### config.mk
export PLATFORM = sky130hd
export DESIGN_NAME = uart_io_flat
export DESIGN_NICKNAME = d
export VERILOG_FILES = /design/src/rtl/uart_io_if.sv /design/src/rtl/uart_io.sv /design/src/flat_wrapper.sv
export SDC_FILE = /design/constraint.sdc
export NUM_CORES = 1
export LEC_CHECK = 0
export ABC_AREA = 0
export BUFFER_PORTS_ARGS = -buffer_cell sky130_fd_sc_hd__buf_4
export CAP_MARGIN = 20
export CELL_PAD_IN_SITES_DETAIL_PLACEMENT = 1
export CELL_PAD_IN_SITES_GLOBAL_PLACEMENT = 2
export CORE_MARGIN = 2
export CORE_UTILIZATION = 30
export CTS_BUF_LIST = sky130_fd_sc_hd__clkbuf_8
export CTS_CLUSTER_SIZE = 20
export DETAILED_ROUTE_END_ITERATION = 10
export GPL_TIMING_DRIVEN = 0
export MAX_ROUTING_LAYER = met4
export PLACE_DENSITY_LB_ADDON = 0.1
export SYNTH_ARGS = -nofsm -noshare
export SYNTH_HDL_FRONTEND = slang
export SYNTH_SLANG_ARGS = --single-unit
export TNS_END_PERCENT = 1
### constraint.sdc
create_clock -name clk -period 1.8 [get_ports clk]
set_clock_uncertainty 0.05 [all_clocks]
set_input_delay 0.27 -clock clk [delete_from_list [all_inputs] [get_ports clk]]
set_output_delay 0.27 -clock clk [all_outputs]
set_load 0.01 [all_outputs]
### src/rtl/uart_io_if.sv
// uart_io_if
// Byte-wide IO port between the MMU and the UART endpoint.
//   io_in_data/io_in_vld/io_in_rdy    : received byte, device -> MMU
//   io_out_data/io_out_vld/io_out_rdy : byte to transmit, MMU -> device
//   io_err                            : sticky receive error flags
//                                       {resp1, parity, frame, overrun, lost}
// master = MMU side, slave = UART endpoint side.
interface uart_io_if;
    logic [7:0] io_in_data;
    logic       io_in_vld;
    logic       io_in_rdy;
    logic [7:0] io_out_data;
    logic       io_out_vld;
    logic       io_out_rdy;
    logic [4:0] io_err;

    modport master (
        input  io_in_data, io_in_vld, io_out_rdy, io_err,
        output io_in_rdy, io_out_data, io_out_vld
    );

    modport slave (
        output io_in_data, io_in_vld, io_out_rdy, io_err,
        input  io_in_rdy, io_out_data, io_out_vld
    );
endinterface

### src/rtl/uart_io.sv
// uart_io
// 8N1 UART endpoint on the device side of the MMU byte port.
// Ports:
//   clk      : system clock
//   rstn     : synchronous active-low reset
//   uart_rx  : serial input pin (asynchronous, idle high)
//   uart_tx  : serial output pin (idle high)
//   io       : uart_io_if.slave -- RX byte out, TX byte in, sticky error flags
// Parameter CLK_PER_BIT: clock cycles per serial bit (>= 4).
//
// RX states:
//   R_IDLE  | waiting for a start edge
//   R_START | half-bit wait, then confirm the start bit
//   R_DATA  | sampling 8 data bits LSB first
//   R_STOP  | sampling the stop bit
//   R_BREAK | framing error, waiting for the line to return high
// TX states:
//   T_IDLE  | ready for a byte
//   T_START | driving the start bit
//   T_DATA  | driving 8 data bits LSB first
//   T_STOP  | driving the stop bit
module uart_io #(
    parameter int CLK_PER_BIT = 868
) (
    input  logic     clk,
    input  logic     rstn,
    input  logic     uart_rx,
    output logic     uart_tx,
    uart_io_if.slave io
);
    localparam int TW = $clog2(CLK_PER_BIT);
    localparam logic [TW-1:0] T_LAST = TW'(CLK_PER_BIT - 1);
    localparam logic [TW-1:0] T_MID  = TW'(CLK_PER_BIT / 2 - 1);

    typedef enum logic [2:0] {R_IDLE, R_START, R_DATA, R_STOP, R_BREAK} rx_state_t;
    typedef enum logic [1:0] {T_IDLE, T_START, T_DATA, T_STOP} tx_state_t;

    rx_state_t     rx_state;
    logic [TW-1:0] rx_timer;
    logic [2:0]    rx_idx;
    logic [7:0]    rx_shift;
    logic          rx_m;
    logic          rx_s;
    logic [7:0]    in_data;
    logic          in_vld;
    logic [2:0]    err;    // {frame, overrun, lost}

    tx_state_t     tx_state;
    logic [TW-1:0] tx_timer;
    logic [2:0]    tx_idx;
    logic [7:0]    tx_byte;
    logic          out_rdy;

    assign io.io_in_data = in_data;
    assign io.io_in_vld  = in_vld;
    assign io.io_out_rdy = out_rdy;
    assign io.io_err     = {2'b00, err};

    always_ff @(posedge clk) begin
        if (!rstn) begin
            rx_m <= 1'b1;
            rx_s <= 1'b1;
        end else begin
            rx_m <= uart_rx;
            rx_s <= rx_m;
        end
    end

    always_ff @(posedge clk) begin
        if (!rstn) begin
            rx_state <= R_IDLE;
            rx_timer <= '0;
            rx_idx   <= '0;
            rx_shift <= '0;
            in_data  <= '0;
            in_vld   <= 1'b0;
            err      <= '0;
        end else begin
            // Clear on the read edge first; any error set below in the same
            // cycle overrides the clear.
            if (in_vld && io.io_in_rdy) begin
                in_vld <= 1'b0;
                err    <= '0;
            end
            case (rx_state)
                R_IDLE: begin
                    if (!rx_s) begin
                        rx_timer <= '0;
                        rx_state <= R_START;
                    end
                end
                R_START: begin
                    if (rx_timer == T_MID) begin
                        rx_timer <= '0;
                        if (!rx_s) begin
                            rx_idx   <= '0;
                            rx_state <= R_DATA;
                        end else begin
                            err[0]   <= 1'b1;
                            rx_state <= R_IDLE;
                        end
                    end else begin
                        rx_timer <= rx_timer + 1'b1;
                    end
                end
                R_DATA: begin
                    if (rx_timer == T_LAST) begin
                        rx_timer <= '0;
                        rx_shift <= {rx_s, rx_shift[7:1]};
                        rx_idx   <= rx_idx + 3'd1;
                        if (rx_idx == 3'd7) rx_state <= R_STOP;
                    end else begin
                        rx_timer <= rx_timer + 1'b1;
                    end
                end
                R_STOP: begin
                    if (rx_timer == T_LAST) begin
                        rx_timer <= '0;
                        if (rx_s) begin
                            // Old byte wins on overrun; leave at mid-stop so a
                            // back-to-back start edge is not missed.
                            if (in_vld) begin
                                err[1] <= 1'b1;
                            end else begin
                                in_data <= rx_shift;
                                in_vld  <= 1'b1;
                            end
                            rx_state <= R_IDLE;
                        end else begin
                            err[2]   <= 1'b1;
                            rx_state <= R_BREAK;
                        end
                    end else begin
                        rx_timer <= rx_timer + 1'b1;
                    end
                end
                R_BREAK: begin
                    if (rx_s) rx_state <= R_IDLE;
                end
                default: rx_state <= R_IDLE;
            endcase
        end
    end

    always_ff @(posedge clk) begin
        if (!rstn) begin
            tx_state <= T_IDLE;
            tx_timer <= '0;
            tx_idx   <= '0;
            tx_byte  <= '0;
            uart_tx  <= 1'b1;
            out_rdy  <= 1'b0;
        end else begin
            case (tx_state)
                T_IDLE: begin
                    if (out_rdy && io.io_out_vld) begin
                        tx_byte  <= io.io_out_data;
                        out_rdy  <= 1'b0;
                        uart_tx  <= 1'b0;
                        tx_timer <= '0;
                        tx_state <= T_START;
                    end else begin
                        out_rdy <= 1'b1;
                    end
                end
                T_START: begin
                    if (tx_timer == T_LAST) begin
                        tx_timer <= '0;
                        tx_idx   <= '0;
                        uart_tx  <= tx_byte[0];
                        tx_state <= T_DATA;
                    end else begin
                        tx_timer <= tx_timer + 1'b1;
                    end
                end
                T_DATA: begin
                    if (tx_timer == T_LAST) begin
                        tx_timer <= '0;
                        if (tx_idx == 3'd7) begin
                            uart_tx  <= 1'b1;
                            tx_state <= T_STOP;
                        end else begin
                            tx_idx  <= tx_idx + 3'd1;
                            uart_tx <= tx_byte[tx_idx + 3'd1];
                        end
                    end else begin
                        tx_timer <= tx_timer + 1'b1;
                    end
                end
                T_STOP: begin
                    // Ready is re-raised by T_IDLE one cycle after the stop bit.
                    if (tx_timer == T_LAST) begin
                        tx_timer <= '0;
                        tx_state <= T_IDLE;
                    end else begin
                        tx_timer <= tx_timer + 1'b1;
                    end
                end
                default: tx_state <= T_IDLE;
            endcase
        end
    end
endmodule

### src/flat_wrapper.sv
// flat-port wrapper written by rule: the top's interface ports become plain ports
module uart_io_flat 
#(
    parameter int CLK_PER_BIT = 868
)
  (clk, rstn, uart_rx, uart_tx, io_io_in_data, io_io_in_vld, io_io_out_rdy, io_io_err, io_io_in_rdy, io_io_out_data, io_io_out_vld);
  uart_io_if io_i ();
  input  logic clk;
  input  logic rstn;
  input  logic uart_rx;
  output logic uart_tx;
  output wire logic [$bits(io_i.io_in_data)-1:0] io_io_in_data;
  output wire logic [$bits(io_i.io_in_vld)-1:0] io_io_in_vld;
  output wire logic [$bits(io_i.io_out_rdy)-1:0] io_io_out_rdy;
  output wire logic [$bits(io_i.io_err)-1:0] io_io_err;
  input wire logic [$bits(io_i.io_in_rdy)-1:0] io_io_in_rdy;
  input wire logic [$bits(io_i.io_out_data)-1:0] io_io_out_data;
  input wire logic [$bits(io_i.io_out_vld)-1:0] io_io_out_vld;
  assign io_io_in_data = io_i.io_in_data;
  assign io_io_in_vld = io_i.io_in_vld;
  assign io_io_out_rdy = io_i.io_out_rdy;
  assign io_io_err = io_i.io_err;
  assign io_i.io_in_rdy = io_io_in_rdy;
  assign io_i.io_out_data = io_io_out_data;
  assign io_i.io_out_vld = io_io_out_vld;
  uart_io #(.CLK_PER_BIT(CLK_PER_BIT)) u_core (.clk(clk), .rstn(rstn), .uart_rx(uart_rx), .uart_tx(uart_tx), .io(io_i));
endmodule
==> results of run 1 <==
[what timing repair did]
action	CTS	global route
pin swaps	8	8
gates resized for setup	30	14
cloned	1	1
setup buffers	5	2
setup endpoints to repair	47	40
[per-stage QoR]
stage               hold slack [ps]  worst slack, ps  std cells
finish                         73.0            -78.8        532
global route                   70.2             -182        532
CTS                            58.1            -65.3        529
detailed placement              348             -384        507
global placement                345             -360        507
floorplan                       321            -67.4        349
[flip-flops by register name (all words and copies together), names as in the netlist, 2 cells and up]
signal	cells
u_core.tx_state	2
u_core.err	3
u_core.tx_byte	8
u_core.rx_timer	10
u_core.rx_idx	3
u_core.tx_idx	3
u_core.rx_state	3
u_core.tx_timer	10
u_core.rx_shift	8
u_core.io.io_in_data	8
[kinds of logic after synthesis]
kind of cell | synth area share [%]
other | 0.127
XOR/XNOR | 2.68
adder cells (fa/ha/maj) | 5.10
multiplexers | 5.10
AND/OR/NAND/NOR | 25.8
flip-flops | 42.9
buffers and inverters | 4.04
AO/OA/AOI/OAI | 14.3
[layer usage]
metal / wire [um] / GRT usage (%) / vias up
met3: 217 / 4.34 / 4
met4: 78 / 4.25 / 0
met1: 3640 / 18.9 / 1242
met5: 0 / - / -
li1: - / - / 1301
met2: 3600 / 24.8 / 27
[cell usage in the layout (no fill, tap or decap), types with 3 or more instances in the layout]
cell,count
clkbuf_8,10
dfxtp_4,4
nand2b_1,6
buf_6,3
a21oi_1,36
o21ai_0,7
nor2_1,39
o21ai_1,3
dfxtp_1,57
nand4_1,7
buf_4,36
inv_1,10
xor2_1,8
ha_1,6
and3_1,3
ha_4,4
nand2_1,59
mux2i_1,15
nand3_1,12
clkbuf_1,6
nor3_1,5
a211oi_1,4
[worst paths after layout]
| kind | endpoint | slack [ps] | cells past startpoint |
|---|---|---|---|
| worst min-delay path | u_core.rx_m | 70 | 2 |
| worst max-delay path | u_core.rx_timer[9] | -80 | 7 |
| worst min register to register | u_core.rx_s | 360 | 1 |
| worst max register to register | u_core.rx_timer[9] | -80 | 7 |
[power by group through the flow]
stage               logic (uW)  clock network (uW)  registers [uW]
floorplan                  431                   0            1560
global placement           633                   0            1570
detailed placement         638                   0            1580
CTS                        701                1170            1560
global route               801                1230            1560
finish                     714                1120            1550
[final cells by class]
cell class | count | area (um2) | area share (%)
plain buffers | 15 | 90.1 | 2.41
clock buffers | 10 | 138 | 3.69
clock inverters | 6 | 37.5 | 1.01
inverters | 10 | 37.5 | 1.01
multi-input cells | 261 | 1720 | 46.2
flip-flops and latches | 63 | 1280 | 34.3
well taps | 133 | 166 | 4.46
repair buffers | 34 | 259 | 6.94
[Yosys cell counts, types with 5 or more instances]
library cell  count  area (um2)
nand2_1          60         225
nand4_1           7        43.8
mux2i_1          15         150
nor2_1           40         150
inv_1             9        33.8
nand3_1          12        60.1
xor2_1            8        70.1
nor3_1            5        25.0
clkbuf_1          8        30.0
a21oi_1          38         190
dfxtp_1          63        1260
nand2b_1          7        43.8
o21ai_0           7        35.0
ha_1             12         150
==> results.json, run 1 <==
{
  "rsz0062_at_grt": "yes",
  "dpl_cell_area_um2": 3320,
  "period_needed_ps": 1880,
  "max_stage_delay_ps": 460,
  "hp-start": "uart_rx",
  "grt_pass1_wl_mm": 12.3,
  "worstReg2RegStart": "u_core.rx_timer[0]",
  "nets": 419,
  "startpoint_type": "register",
  "p_int_uw": 2280,
  "peakVddDrop_v": 0.000407,
  "critPathTopFamily": "compound AO/OA/AOI/OAI gates",
  "drc_errors": 0,
  "crit_chain": "ha_4 > nor4bb_4 > a311o_2 > a21oi_4 > buf_6 > nand4_1 > mux2i_1",
  "clk_pin_slew_ps": 70,
  "dp_hpwl_mm": 5.11,
  "ys.flop_type": "dfxtp_1",
  "coreArea_um2": 9640,
  "antenna_found_initial": 0,
  "grt_usage_pct": 15.4,
  "slew_headroom_pct": 62.6,
  "syn_area_um2": 2940,
  "insertion_delay_ps": 340,
  "cp-startpoint": "u_core.rx_timer[0]",
  "drt_wl_total_mm": 7.53,
  "cts-hold-fix-buffers": 0,
  "ios": 29,
  "swShare_pct": 32.6,
  "critPathBufInv": 1,
  "drv_slew": 0,
  "setup_viol_count_final": 9,
  "end_kind": "register",
  "synth_cells": 348,
  "synth-seq-area-share_pct": 42.9,
  "gp_congestion": 0.740,
  "hold_viol": 0,
  "antenna_cells": 0,
  "cts_max_level": 3,
  "ys_warn_count": 0,
  "clkSinkCount": 63,
  "drv_cap": 0,
  "drt-initial-drc-count": 49,
  "cts_buffers": 9,
  "syn2layout_area_growth_pct": 26.8,
  "wl_per_cell_um": 14.2,
  "cp_max_fo": 6,
  "drive_gt1_share_pct": 23.1,
  "overflow": 0,
  "worstHoldPathType": "input pin to register",
  "outcome": "complete, but fails checks",
  "cts_buffer_depth": 2,
  "cp.arrival_ps": 2100,
  "vias": 2574,
  "synth_edf_count": 0,
  "drt-pass1-iter-count": 4,
  "p_seq_share_pct": 45.8,
  "fin_util_pct": 38.7,
  "grt_max_degree": 12,
  "row_count": 36,
  "violations": "negative setup slack",
  "ys_ff_latch": 63,
  "period_share_pct": 104,
  "powerDensity_nw_per_um2": 907,
  "worstPathRequired_ps": 2020,
  "fillers": 1185,
  "worst_slack_ps": -78.8,
  "crit_slowest_cell": "a311o_2",
  "initial_utilization_pct": 30.5,
  "setup_tns_ps": -554,
  "final_area_um2": 3730,
  "tightest_slew_ps": 561,
  "dieArea_um2": 10600,
  "avgViaCountPerCell": 4.84,
  "ys_async_sr_fraction_pct": 0,
  "pwr-share-comb_pct": 21.1,
  "max_freq_mhz": 532,
  "die_w_um": 103,
  "grt_pass1_vias": 2547,
  "p_clk_share_pct": 33.1,
  "root_buffer": "clkbuf_8",
  "port_buffers": 25,
  "synth.avg_cell_area_um2": 8.45,
  "p_leak_uw": 0.00135,
  "antenna_left": 0,
  "cts_tree": "done",
  "finalPower_uw": 3380,
  "synth.distinct_cells": 53,
  "die_height_um": 103,
  "power.switching_uw": 1100,
  "path_class": "register to register"
}
(Power assumes the default switching activity.)
==> run 2, diff against run 1 <==
CORE_UTILIZATION = 33   (was 30)
REMOVE_ABC_BUFFERS = 1   (was not set)
==> run 2 against run 1 <==
  * Clock power is 34% higher
  * Worst hold slack hardly changed
  * Sequential share of layout area hardly changed
  * The flow still finishes with violations (negative setup slack)
  * Global-route usage is 0.56 points higher
  * Combinational power is 3.4% lower
  * Critical path depth is 1 higher
==> results.json, run 2 (synthesis gave the netlist of run 1 again) <==
{
  "p_seq_share_pct": 41.5,
  "grt_usage_pct": 15.9,
  "initial_utilization_pct": 33.9,
  "layout_common_cells": "nand2_1 (59), dfxtp_1 (56), nor2_1 (40), a21oi_1 (37), buf_4 (35)",
  "cts_buffer_depth": 2,
  "avgViaCountPerCell": 5.10,
  "overflow": 0,
  "ios": 29,
  "period_needed_ps": 1910,
  "pwr-share-comb_pct": 18.5,
  "grt_pass1_wl_mm": 12.3,
  "syn2layout_area_growth_pct": 26.8,
  "grt_pass1_vias": 2639,
  "vias": 2534,
  "multi_input_comb_area_um2": 1730,
  "tightest_slew_ps": 853,
  "coreArea_um2": 8680,
  "outcome": "complete, but fails checks",
  "swShare_pct": 28.9,
  "cts_buffers": 9,
  "insertion_delay_ps": 340,
  "wl_per_cell_um": 14.0,
  "drc_errors": 0,
  "port_buffers": 26,
  "max_freq_mhz": 523,
  "cts-hold-fix-buffers": 0,
  "dp_hpwl_mm": 4.53,
  "row_count": 34,
  "slew_headroom_pct": 43.1,
  "reg_top3": "u_core.rx_timer: 10 flops, u_core.tx_timer: 10 flops",
  "hold_viol": 0,
  "dpl_cell_area_um2": 3190,
  "violations": "negative setup slack",
  "place_inst": 468,
  "peakVddDrop_v": 0.000513,
  "cp.arrival_ps": 2090,
  "worstHoldPathType": "input pin to register",
  "clk_pin_slew_ps": 70,
  "gp_congestion": 0.773,
  "rsz0062_at_grt": "yes",
  "worstPathRequired_ps": 1980,
  "cp_max_fo": 7,
  "power.switching_uw": 1080,
  "nets": 409,
  "fillers": 1046,
  "period_share_pct": 106,
  "worst_slack_ps": -113,
  "p_leak_uw": 0.00137,
  "drv_slew": 0,
  "drt-pass1-iter-count": 4,
  "drt-initial-drc-count": 36,
  "drv_cap": 0,
  "dieArea_um2": 9690,
  "antenna_found_initial": 0,
  "p_int_uw": 2660,
  "final_area_um2": 3730,
  "path_class": "register to register",
  "hold_ws_ps": 73.2,
  "antenna_left": 0,
  "powerDensity_nw_per_um2": 1000,
  "final_cells": 497,
  "drive_gt1_share_pct": 22.1,
  "startpoint_type": "register",
  "root_buffer": "clkbuf_8",
  "finalPower_uw": 3740,
  "drt_wl_total_mm": 6.94,
  "antenna_cells": 0,
  "grt_max_degree": 47,
  "setup_viol_count_final": 15,
  "cts_tree": "done",
  "clkSinkCount": 63,
  "die_w_um": 98.4,
  "ff_latch_area_um2": 1280,
  "p_clk_share_pct": 40.1,
  "end_kind": "register",
  "final_common_cell": "nand2_1",
  "fin_util_pct": 43.0,
  "die_height_um": 98.4,
  "cts_max_level": 3
}
run 2: cell count changes in the layout (fill, tap and decap cells not counted), sizes merged:
cell      change
clkinvlp      -2
clkbuf        -9
bufinv        +3
buf           -2
run 2: what timing repair did:
item                       in CTS  in global routing
resized for setup              34                  8
pin swaps                       7                  6
setup endpoints to repair      48                 38
buffers inserted               10                  3
run 2: per-stage QoR:
stage | TNS (ps) | worst slack (ps)
after floorplan | -5640 | -480
after global placement | -21690 | -999
after detailed placement | -23510 | -1030
after CTS | -336 | -68.3
after global routing | -4520 | -205
final | -452 | -113
run 2: area by class of cell:
cell class	instances	share of cell area, %
Multi-Input combinational cell	261	46.3
Sequential cell	63	34.2
Timing Repair Buffer	39	8.48
Tap cell	108	3.62
Clock buffer	9	3.32
Clock inverter	7	3.02
Inverter	10	1.01
run 2: path summary, 6_finish.rpt:
path / cells past startpoint / slack [ps] / endpoint / startpoint
worst min register to register: 1 / 370 / u_core.rx_s / u_core.rx_m
worst max register to register: 8 / -110 / u_core.rx_timer[6] / u_core.rx_timer[1]
worst min-delay path: 2 / 70 / u_core.rx_m / uart_rx
worst max-delay path: 8 / -110 / u_core.rx_timer[6] / u_core.rx_timer[1]
run 2: layer usage:
| layer | global-route usage (%) | routed length [um] | vias to the layer above |
|---|---|---|---|
| met4 | 5.37 | 96 | 0 |
| met1 | 19.0 | 3260 | 1210 |
| met3 | 4.26 | 248 | 10 |
| li1 | - | - | 1281 |
| met5 | - | 0 | - |
| met2 | 26.2 | 3340 | 33 |
run 2: worst max-delay path, cell delays in order, from the launching register on:
cell and delay [ps]:
dfxtp_4 370, inv_1 50, ha_1 140, nand4b_1 200
o31ai_4 400, a21oi_4 100, buf_6 170, a21o_1 150
a22o_1 180
run 2: power by group through the flow:
stage	Combinational [uW]	Sequential, uW	Clock, uW
finish	690	1550	1500
global route	809	1560	1610
CTS	674	1550	1550
detailed placement	606	1580	0
global placement	599	1570	0
floorplan	413	1570	0
